### config.mk
export PLATFORM = sky130hd
export DESIGN_NAME = piso_arb_seq
export DESIGN_NICKNAME = d
export VERILOG_FILES = /design/src/rtl/piso_arb_seq.sv
export SDC_FILE = /design/constraint.sdc
export NUM_CORES = 1
export LEC_CHECK = 0
export ABC_AREA = 1
export CORE_UTILIZATION = 25
export DETAILED_ROUTE_END_ITERATION = 10
export PLACE_DENSITY = 0.6
export SLEW_MARGIN = 10
export SYNTH_ARGS = -nofsm -noshare
export SYNTH_HDL_FRONTEND = slang
export SYNTH_SLANG_ARGS = --single-unit
### constraint.sdc
create_clock -name clk -period 3.17 [get_ports clk]
set_input_delay 0.951 -clock clk [delete_from_list [all_inputs] [get_ports clk]]
set_output_delay 0.951 -clock clk [all_outputs]
set_load 0.01 [all_outputs]
### src/rtl/piso_arb_seq.sv
// Round-robin arbiter plus LSB-first serializer for two parallel requesters.
// One word is captured per frame; each bit is held DIV clocks on so.
module piso_arb_seq #(
  parameter int W   = 4,
  parameter int DIV = 1
) (
  input  logic         clk,
  input  logic         rst,
  input  logic         req0_valid,
  input  logic [W-1:0] req0_data,
  output logic         req0_ready,
  input  logic         req1_valid,
  input  logic [W-1:0] req1_data,
  output logic         req1_ready,
  output logic         so,
  output logic         sof,
  output logic         src,
  output logic         busy,
  output logic         done
);
  localparam int BW = $clog2(W);
  localparam int DW = (DIV > 1) ? $clog2(DIV) : 1;

  typedef enum logic {IDLE = 1'b0, SHIFT = 1'b1} state_t;

  state_t         state_q, state_d;
  logic [W-1:0]   shreg_q, shreg_d;
  logic [BW-1:0]  bit_cnt_q, bit_cnt_d;
  logic [DW-1:0]  div_cnt_q, div_cnt_d;
  logic           src_q, src_d;
  logic           last_grant_q, last_grant_d;
  logic           done_q, done_d;

  logic idle, accept, bit_last, div_last;

  assign idle     = (state_q == IDLE);
  assign bit_last = (bit_cnt_q == BW'(W - 1));
  assign div_last = (div_cnt_q == DW'(DIV - 1));

  // last_grant names the previous winner, so the other side wins a tie
  assign req0_ready = idle & ~rst & req0_valid & (~req1_valid | last_grant_q);
  assign req1_ready = idle & ~rst & req1_valid & (~req0_valid | ~last_grant_q);
  assign accept     = req0_ready | req1_ready;

  // state register
  always_ff @(posedge clk) begin
    if (rst) state_q <= IDLE;
    else     state_q <= state_d;
  end

  // next state
  always_comb begin
    state_d = state_q;
    case (state_q)
      IDLE:    if (accept) state_d = SHIFT;
      SHIFT:   if (bit_last && div_last) state_d = IDLE;
      default: state_d = IDLE;
    endcase
  end

  // datapath next values
  always_comb begin
    shreg_d      = shreg_q;
    bit_cnt_d    = bit_cnt_q;
    div_cnt_d    = div_cnt_q;
    src_d        = src_q;
    last_grant_d = last_grant_q;
    done_d       = 1'b0;
    if (idle) begin
      if (accept) begin
        shreg_d      = req1_ready ? req1_data : req0_data;
        src_d        = req1_ready;
        last_grant_d = req1_ready;
        bit_cnt_d    = '0;
        div_cnt_d    = '0;
      end
    end else if (div_last) begin
      div_cnt_d = '0;
      shreg_d   = shreg_q >> 1;
      bit_cnt_d = bit_cnt_q + BW'(1);
      done_d    = bit_last;
    end else begin
      div_cnt_d = div_cnt_q + DW'(1);
    end
  end

  always_ff @(posedge clk) begin
    if (rst) begin
      shreg_q      <= '0;
      bit_cnt_q    <= '0;
      div_cnt_q    <= '0;
      src_q        <= 1'b0;
      last_grant_q <= 1'b1;
      done_q       <= 1'b0;
    end else begin
      shreg_q      <= shreg_d;
      bit_cnt_q    <= bit_cnt_d;
      div_cnt_q    <= div_cnt_d;
      src_q        <= src_d;
      last_grant_q <= last_grant_d;
      done_q       <= done_d;
    end
  end

  // outputs
  always_comb begin
    so   = 1'b0;
    sof  = 1'b0;
    busy = 1'b0;
    if (state_q == SHIFT) begin
      so   = shreg_q[0];
      sof  = (bit_cnt_q == '0);
      busy = 1'b1;
    end
    src  = src_q;
    done = done_q;
  end

endmodule
# Word-level counts from Yosys, hierarchy flattened
# Cells that the tools add are included.
# classes
n_addsub,2
eq_ne,2
muxes,16
bitwise,14
n_reduce_logical,6
# ops
op,n
two-way mux 4 bit,4
two-way mux 1 bit,8
two-way mux 2 bit,3
NOT 1 bit,6
AND 1 bit,5
AND reduction 2 bit,2
bitwise OR 1 bit,3
OR reduction 3 bit,1
adder 2 x 1 -> 2 bit (second input constant),1
== test 2 bit (second input constant),1
logical NOT 2 bit,1
inequality test 2 bit (second input constant),1
one-hot mux 1 bit (2 select lines),1
nonzero test 2 bit,1
adder 1 bit (second input constant),1
logical AND 1 bit,1
# totals
register_bits,11
inputBits,12
out_inout_bits,7
elab_cells,47

# Logic depth before layout (Yosys ltp)
# Gate-level depths: netlist of the first run.
# logic_depth
word_depth,7
mapped_depth,7

# Worst setup path after synthesis of the first run
# No wires, ideal clock.
# synth_timing
path_type,input to output
from,in rst
to,out req1_ready
arrival_time_ns,1.435
path_slack_ns,0.784
cell_stages,4
n_path_buf,1
path_cell_list,buf_6 -> nor2_8 -> nand3_2 -> inv_1
# synth_between
elab_chain_len,4
# synth_lines
element,line,text
start: declaration,8,"input logic rst,"
NOT 1 bit,42,assign req1_ready = idle & ~rst & req1_valid & (~req0_valid | ~last_grant_q);
AND 1 bit (3 in a row),42,
end: declaration,14,"output logic req1_ready,"
# No other way between the ends.

# Worst setup path after layout of the first run
# layout_timing
from,in req0_valid
to,out req0_ready
# layout_between
elab_chain_len,2
# layout_lines
element,line,text
start: declaration,9,"input logic req0_valid,"
AND 1 bit (2 in a row),41,assign req0_ready = idle & ~rst & req0_valid & (~req1_valid | last_grant_q);
end: declaration,11,"output logic req0_ready,"
# No other way between the ends.

==> flow_metrics.env, run 1 <==
export IMPL_outcome="finished, final reports clean"
export IMPL_syn_avg_cell_area_um2=7.040
export IMPL_timing_final_crit_share_pct=92.91
export IMPL_synth_top_family_by_area="simple AND/OR/NAND/NOR gates"
export IMPL_layout_nets=125
export IMPL_switching_share_pct=26.98
export IMPL_cp_start_kind="input port"
export IMPL_synth_xor_area_share_pct=0
export IMPL_drcViolationCount=0
export IMPL_antenna_cells=0
export IMPL_h_tree_depth=1
export IMPL_cp_startpoint="req0_valid"
export IMPL_start_util_pct=26.41
export IMPL_slowest_stage="clkdlybuf4s50_1"
export IMPL_ctsHoldBuffers=0
export IMPL_first_iter_violations=4
export IMPL_totalWireLength_um=1220
export IMPL_synth_compound_area_share_pct=12.42
export IMPL_worst_pin_slew_ns=0.5436
export IMPL_ys_ff_latch=10
export IMPL_viasPerCell=4.261
export IMPL_final_cells=138
export IMPL_crit_chain="clkdlybuf4s50_1 -> o21ai_0 -> nor3_1 -> dlygate4sd2_1"
export IMPL_post_cts_repair_setup_buffers=0
export IMPL_cp_num_buf_inv=2
export IMPL_die_h_um=50.35
export IMPL_reg2regPathDepth=7
export IMPL_arrival_ns=1.99
export IMPL_grt_pass1_wl_um=2076
export IMPL_dp_cells=134
export IMPL_yosysWarnings=0
export IMPL_path_class="input port to output port"
export IMPL_ys_types=18
export IMPL_numPortBuffers=18
export IMPL_synth_mux_area_share_pct=0
export IMPL_crit_required_ns=2.22
export IMPL_slowest_delay_ns=0.49
export IMPL_rows=17
export IMPL_fp_coreArea_um2=2212
export IMPL_die_area_um2=2535
export IMPL_synthCells=83
export IMPL_dr_pass1_iters=6
export IMPL_cap_violations=0
export IMPL_combPwrFrac_pct=23.3
export IMPL_r2r_end="shreg_q[3]"
export IMPL_clock_latency_ns=0.26
export IMPL_wl_per_cell_um=8.841
export IMPL_yosysSeqAreaShare_pct=34.26
export IMPL_synthesis_area_um2=584.3
export IMPL_relSlewSlack_pct=63.71
export IMPL_fmax_ghz=0.3395
export IMPL_p_seq_share_pct=42.8
export IMPL_clock_path_buffers=2
export IMPL_grt_max_degree=13
export IMPL_finalWeightedCongestion=0.7207
export IMPL_cts_sinks=10
export IMPL_area_delta_synth_final_pct=49.25
export IMPL_hold_viol=0
export IMPL_grt_ovfl_total=0
export IMPL_min_from="src"
export IMPL_vias=588
export IMPL_rsz0062_at_grt="false"
export IMPL_synth_adder_area_share_pct=4.283
export IMPL_final_cell_mix="nand2_1, inv_1, clkdlybuf4s50_1, dfxtp_1, nand3_1"
export IMPL_hpwlAfterDp_um=989.9
export IMPL_final_util_pct=39.42
export IMPL_end_kind="output port"
export IMPL_r2r_start="state_q"
export IMPL_track_usage_pct=11.06
export IMPL_grt_pass1_vias=556
export IMPL_internal_power_mw=0.2446
export IMPL_antenna_found_initial=0
export IMPL_leakagePower_nw=0.4517
export IMPL_fin_skew_ns=0.004935
export IMPL_p_clk_share_pct=33.9
export IMPL_route_antenna_remaining_nets=0
export IMPL_cts_tree="built"
export IMPL_power_density_nw_per_um2=384.2
export IMPL_ioPinCount=19
export IMPL_worst_path_stages=4
export IMPL_rrSetupSlack_ns=1.75
export IMPL_cts_made_buffers=3
export IMPL_clk_pin_slew_worst_paths_ns=0.07
export IMPL_power_switching_mw=0.09040
export IMPL_die_w_um=50.35
export IMPL_hold_class="register to register"
export IMPL_syn_nets=97
export IMPL_crit_family="buffers and inverters"
export IMPL_layout_min_cycle_time_ns=2.945
export IMPL_layout_drive_gt1_share_pct=21.82
export IMPL_crit_fanout=3
export IMPL_slew_viol_final=0
export IMPL_cts_root_buf="clkbuf_4"
export IMPL_setup_viol=0
export IMPL_ir_drop_uv=179.2
export IMPL_fillers=250
export IMPL_final_common_cell="nand2_1"
export IMPL_crit_end="req0_ready"
export IMPL_synthSimpleGateAreaFrac_pct=32.33
## through the flow
step | area [um^2] | worst slack, ns | hold WS (ns) | TNS (ns) | power (mW)
after floorplan | 584.3 | 0.7838 | 0.4435 | 0 | 0.1881
after global placement | 833.3 | -0.06313 | 0.4553 | -0.1177 | 0.2255
after detailed placement | 833.3 | -0.09298 | 0.4589 | -0.1654 | 0.2263
after CTS | 867.1 | 0.03031 | 0.4712 | 0 | 0.3419
after global routing | 872.1 | 0.1954 | 0.4847 | 0 | 0.3563
final | 872.1 | 0.2248 | 0.4681 | 0 | 0.3350
## final cells by class
| type | count | area (um^2) | share of cell area (%) |
|---|---|---|---|
| tap | 28 | 35.03 | 4.017 |
| multi-input combinational | 50 | 286.5 | 32.86 |
| sequential | 10 | 200.2 | 22.96 |
| clock buffer | 4 | 36.28 | 4.161 |
| inverter | 21 | 78.83 | 9.039 |
| timing repair buffer | 25 | 235.2 | 26.97 |
## what timing repair did
item | 4_1_cts | 5_1_grt
pin swaps | 0 | 0
resized for setup | 2 | 2
endpoints found under the setup margin | 2 | 1
## power groups by stage
stage / clock network (mW) / logic [mW] / registers [mW]
6_report: 0.114 / 0.0780 / 0.144
3_3_place_gp: 0 / 0.0791 / 0.146
5_1_grt: 0.124 / 0.0873 / 0.145
4_1_cts: 0.119 / 0.0792 / 0.144
2_1_floorplan: 0 / 0.0448 / 0.143
3_5_place_dp: 0 / 0.0799 / 0.146
## tightest hold or removal path, stage by stage, from the launching register on
cell	delay [ns]
dfxtp_1	0.31
nand2_1	0.06
a21oi_1	0.05
## worst min path at each step
stage / to / cells after the start
after CTS: shreg_q[3] / 2
after detailed placement: src / 2
after global placement: shreg_q[3] / 2
after floorplan: shreg_q[3] / 2
final: src / 2
after global routing: shreg_q[3] / 2
## layer usage
layer / GRT usage (%) / part of all wire, % / vias up
met5: 0 / 0 / -
met4: 8.333 / 0 / 0
met3: 2.727 / 6.6 / 0
met2: 18.44 / 49 / 20
met1: 11.95 / 45 / 253
li1: - / - / 315
## synthesized netlist by cell type (all sizes together)
master  instances  area share, %
a21oi           7            7.9
inv            21             13
nor2            3            4.7
buf             2            3.2
ha              2            4.3
nand4           4            4.3
nor3            1           0.86
nand2          21             14
o21ai           3            4.5
nand3           9            8.6
dfxtp          10             34
## state kept, by name (all words and copies together) (netlist names)
name,count
shreg_q,4
src,1
last_grant_q,1
bit_cnt_q,2
state_q,1
done,1
## cells by family after synthesis
logic type / Yosys count
DFF: 10
adders and majority gates: 2
buffers and inverters: 23
and+or+nand+nor: 38
AOI/OAI and AO/OA: 10
No activity file was read; power rests on OpenSTA's default activity.
==> run 2: changes to the inputs <==
PLACE_DENSITY = 0.48   (was 0.6)
RECOVER_POWER = 50   (was not set)
==> run 2 against run 1 <==
Design area decreased by 2.6%. Via count down 1.4%. Critical path type unchanged. Highest routed layer is now met4. Core utilization is 1.0 points lower. Total power shrank 1.1%. Combinational power fell by 5.9%. Clock skew is essentially flat.
==> flow_metrics.env, run 2 (synthesis results as in run 1) <==
export IMPL_outcome="finished, final reports clean"
export IMPL_fp_coreArea_um2=2212
export IMPL_path_class="input port to output port"
export IMPL_clock_path_buffers=2
export IMPL_cts_sinks=10
export IMPL_totalWireLength_um=1258
export IMPL_grt_ovfl_total=0
export IMPL_vias=580
export IMPL_leakagePower_nw=0.4378
export IMPL_viasPerCell=4.203
export IMPL_crit_chain="clkdlybuf4s50_1 -> inv_1 -> o21ai_0 -> nor3_1 -> dlygate4sd2_1"
export IMPL_hpwlAfterDp_um=1009
export IMPL_drcViolationCount=0
export IMPL_largest_register_ff_count=4
export IMPL_dpl_cell_area_um2=833.3
export IMPL_final_common_cell="nand2_1"
export IMPL_timing_final_crit_share_pct=94.70
export IMPL_crit_fanout=4
export IMPL_slowest_delay_ns=0.54
export IMPL_clk_pin_slew_worst_paths_ns=0.07
export IMPL_arrival_ns=2.05
export IMPL_power_density_nw_per_um2=390.1
export IMPL_holdWs_ns=0.4683
export IMPL_wl_per_cell_um=9.116
export IMPL_cts_root_buf="clkbuf_4"
export IMPL_cts_tree="built"
export IMPL_dr_pass1_iters=4
export IMPL_hold_viol=0
export IMPL_ctsHoldBuffers=0
export IMPL_largestRegisters="shreg_q: 4 flops, bit_cnt_q: 2 flops"
export IMPL_antenna_found_initial=0
export IMPL_final_util_pct=38.41
export IMPL_layout_min_cycle_time_ns=3.002
export IMPL_cp_start_kind="input port"
export IMPL_route_antenna_remaining_nets=0
export IMPL_first_iter_violations=5
export IMPL_cp_startpoint="req1_valid"
export IMPL_fin_skew_ns=0.004760
export IMPL_cts_made_buffers=3
export IMPL_fin_area_um2=849.6
export IMPL_crit_family="buffers and inverters"
export IMPL_grt_pass1_wl_um=2221
export IMPL_track_usage_pct=11.76
export IMPL_slew_viol_final=0
export IMPL_tns_ns=0
export IMPL_grt_max_degree=13
export IMPL_final_cell_mix="nand2_1, inv_1, clkdlybuf4s50_1, dfxtp_1, nand3_1"
export IMPL_cp_num_buf_inv=3
export IMPL_clock_latency_ns=0.26
export IMPL_rsz0062_at_grt="false"
export IMPL_cap_violations=0
export IMPL_end_kind="output port"
export IMPL_crit_required_ns=2.22
export IMPL_r2r_start="state_q"
export IMPL_finalPower_mw=0.3315
export IMPL_fillers=268
export IMPL_largest_register="shreg_q"
export IMPL_multi_input_area_um2=270.3
export IMPL_layout_nets=125
export IMPL_setup_viol=0
export IMPL_finalWeightedCongestion=0.6691
export IMPL_antenna_cells=0
export IMPL_fmax_ghz=0.3331
export IMPL_worst_pin_slew_ns=0.8725
export IMPL_seq_area_um2=200.2
export IMPL_rrSetupSlack_ns=1.44
export IMPL_rows=17
export IMPL_layout_drive_gt1_share_pct=18.18
export IMPL_post_cts_repair_setup_buffers=0
export IMPL_ir_drop_uv=181.5
export IMPL_hold_class="register to register"
export IMPL_h_tree_depth=1
export IMPL_slowest_stage="clkdlybuf4s50_1"
export IMPL_die_h_um=50.35
export IMPL_relSlewSlack_pct=41.22
export IMPL_area_delta_synth_final_pct=45.40
export IMPL_numPortBuffers=18
export IMPL_die_w_um=50.35
export IMPL_ctsResizeCount=2
export IMPL_start_util_pct=26.41
export IMPL_die_area_um2=2535
export IMPL_min_from="shreg_q[3]"
export IMPL_ioPinCount=19
export IMPL_grt_pass1_vias=531
[run 2: cell count changes in the layout (fill, tap and decap cells not counted), sizes merged]
| cell | previous run | this run |
|---|---|---|
| clkdlybuf4s50 | 14 | 15 |
| buf | 7 | 5 |
| clkbuf | 4 | 6 |
| dlymetal6s2s | 2 | 1 |
[run 2: worst paths after layout]
check | cells past startpoint | endpoint
min | 2 | shreg_q[3]
max reg2reg | 7 | shreg_q[3]
max | 5 | req0_ready
min reg2reg | 2 | shreg_q[3]
[run 2: report_power, final]
part | leakage [nW] | switching (mW) | internal, mW
sequential | 0.0820 | 0.0100 | 0.134
clock | 0.0210 | 0.0444 | 0.0696
combinational | 0.335 | 0.0343 | 0.0391
[run 2: worst min-delay path, stage by stage, from the launching register on]
cell     delay (ns)
dfxtp_1        0.31
nand2_1        0.06
a21oi_1        0.05
[run 2: cell type report]
cell class,count,share of cell area [%]
multi-input combinational,50,31.81
timing repair buffer,25,26.95
sequential,10,23.56
inverter,21,9.278
clock buffer,4,4.271
tap,28,4.124
[run 2: layer usage]
metal  global-route usage [%]  part of all wire [%]  up-vias
met5                        0                     0        -
met4                    4.167                   1.1        0
met3                    3.636                   4.8        2
met2                    20.00                    48       13
met1                    13.79                    46      255
li1                         -                     -      310
[run 2: metrics by stage]
step | instances | worst slack, ns
after detailed placement | 134 | -0.05867
after global placement | 134 | -0.06173
final | 138 | 0.1681
after CTS | 138 | 0.02188
after floorplan | 83 | 0.7838
after global routing | 138 | 0.1026
==> run 3: changes to the inputs <==
PLACE_DENSITY = not set   (was 0.48)
PLACE_DENSITY_LB_ADDON = 0.1   (was not set)
==> run 3 against run 2 <==
Clock-buffer cell count unchanged. Sequential power hardly changed. Combinational power shrank 1%. Via count grew 0.52%. Wire length is 3.0% lower. Maximum frequency down 3.7%. Critical path depth stayed put. Core utilization decreased by 0.62 points. Die area did not move. Highest routed layer unchanged.
==> flow_metrics.env, run 3 (synthesis results as in run 1) <==
export IMPL_largest_register="shreg_q"
export IMPL_final_cell_mix="nand2_1, inv_1, clkdlybuf4s50_1, dfxtp_1, nand3_1"
export IMPL_outcome="finished, final reports clean"
export IMPL_clock_latency_ns=0.26
export IMPL_setup_ws_ns=0.05242
export IMPL_cts_made_buffers=3
export IMPL_largest_register_ff_count=4
export IMPL_finalPower_mw=0.3310
export IMPL_area_delta_synth_final_pct=43.04
export IMPL_dr_pass1_iters=4
export IMPL_final_cells=137
export IMPL_route_antenna_remaining_nets=0
export IMPL_pre_cts_ws_ns=-0.04253
export IMPL_grt_pass1_wl_um=2283
export IMPL_die_w_um=50.35
export IMPL_crit_fanout=3
export IMPL_grt_max_degree=13
export IMPL_die_area_um2=2535
export IMPL_multi_input_area_um2=270.3
export IMPL_rsz0062_at_grt="false"
export IMPL_leakagePower_nw=0.4093
export IMPL_totalWireLength_um=1220
export IMPL_timing_final_crit_share_pct=98.35
export IMPL_cts_tree="built"
export IMPL_cp_start_kind="input port"
export IMPL_ioPinCount=19
export IMPL_hold_class="register to register"
export IMPL_layout_drive_gt1_share_pct=15.60
export IMPL_finalWeightedCongestion=0.6809
export IMPL_hpwlAfterDp_um=977.2
export IMPL_rows=17
export IMPL_worst_pin_slew_ns=0.8789
export IMPL_layout_min_cycle_time_ns=3.118
export IMPL_fillers=268
export IMPL_fin_skew_ns=0.003067
export IMPL_setup_viol=0
export IMPL_hold_viol=0
export IMPL_numPortBuffers=18
export IMPL_wl_per_cell_um=8.905
export IMPL_layout_nets=124
export IMPL_dp_cells=133
export IMPL_seq_area_um2=200.2
export IMPL_arrival_ns=2.17
export IMPL_drcViolationCount=0
export IMPL_cap_violations=0
export IMPL_clk_pin_slew_worst_paths_ns=0.06
export IMPL_cts_root_buf="clkbuf_4"
export IMPL_start_util_pct=26.41
export IMPL_die_h_um=50.35
export IMPL_ir_drop_uv=270.3
export IMPL_ctsHoldBuffers=0
export IMPL_clock_path_buffers=2
export IMPL_relSlewSlack_pct=40.79
export IMPL_fmax_ghz=0.3208
export IMPL_crit_required_ns=2.22
export IMPL_first_iter_violations=1
export IMPL_track_usage_pct=12.22
export IMPL_path_class="input port to output port"
export IMPL_fp_coreArea_um2=2212
export IMPL_antenna_cells=0
export IMPL_h_tree_depth=1
export IMPL_slew_viol_final=0
export IMPL_viasPerCell=4.255
export IMPL_end_kind="output port"
export IMPL_tns_ns=0
export IMPL_grt_ovfl_total=0
export IMPL_vias=583
export IMPL_power_density_nw_per_um2=396.0
export IMPL_grt_pass1_vias=539
export IMPL_antenna_found_initial=0
export IMPL_final_common_cell="nand2_1"
export IMPL_largestRegisters="shreg_q: 4 flops, bit_cnt_q: 2 flops"
export IMPL_cts_sinks=10
## run 3: layout make-up
cell class                 count  share of cell area [%]
sequential                    10                   23.95
multi-input combinational     50                   32.34
clock buffer                   4                   4.341
timing repair buffer          24                   25.75
tap                           28                   4.192
inverter                      21                   9.431
## run 3: worst paths after layout
| kind | slack [ns] | endpoint | start | depth (start not counted) |
|---|---|---|---|---|
| min reg2reg | 0.47 | src | src | 2 |
| min | 0.47 | src | src | 2 |
| max | 0.05 | req1_ready | req0_valid | 5 |
| max reg2reg | 1.24 | shreg_q[0] | state_q | 6 |
## run 3: power breakdown
group          switching (mW)  internal (mW)  total (mW)
logic                  0.0345         0.0380      0.0726
clock network          0.0449         0.0697       0.115
registers             0.00976          0.134       0.144
## run 3: repair_timing
| item | CTS | global route |
|---|---|---|
| resized for setup | 2 | 1 |
| buffers inserted | 0 | 0 |
| endpoints found under the setup margin | 2 | 1 |
## run 3: worst max-delay path: stages
cell	delay, ns
clkdlybuf4s50_1	0.46
nand2_2	0.11
nand3_2	0.08
inv_1	0.05
clkdlybuf4s50_1	0.52
## run 3: stage by stage
step	cell area [um^2]	utilization, %	hold WS [ns]
3_5_place_dp	825.8	37.33	0.4610
6_report	835.8	37.78	0.4663
5_1_grt	835.8	37.78	0.4883
2_1_floorplan	584.3	-	0.4435
4_1_cts	859.6	38.86	0.4709
3_3_place_gp	825.8	37.33	0.4556
## run 3: layer usage
metal	track usage [%]	share of wire, %	vias up
met5	0	0	-
met4	4.167	0.74	0
met3	5.758	4.6	2
met2	19.78	49	12
met1	14.02	46	258
li1	-	-	311
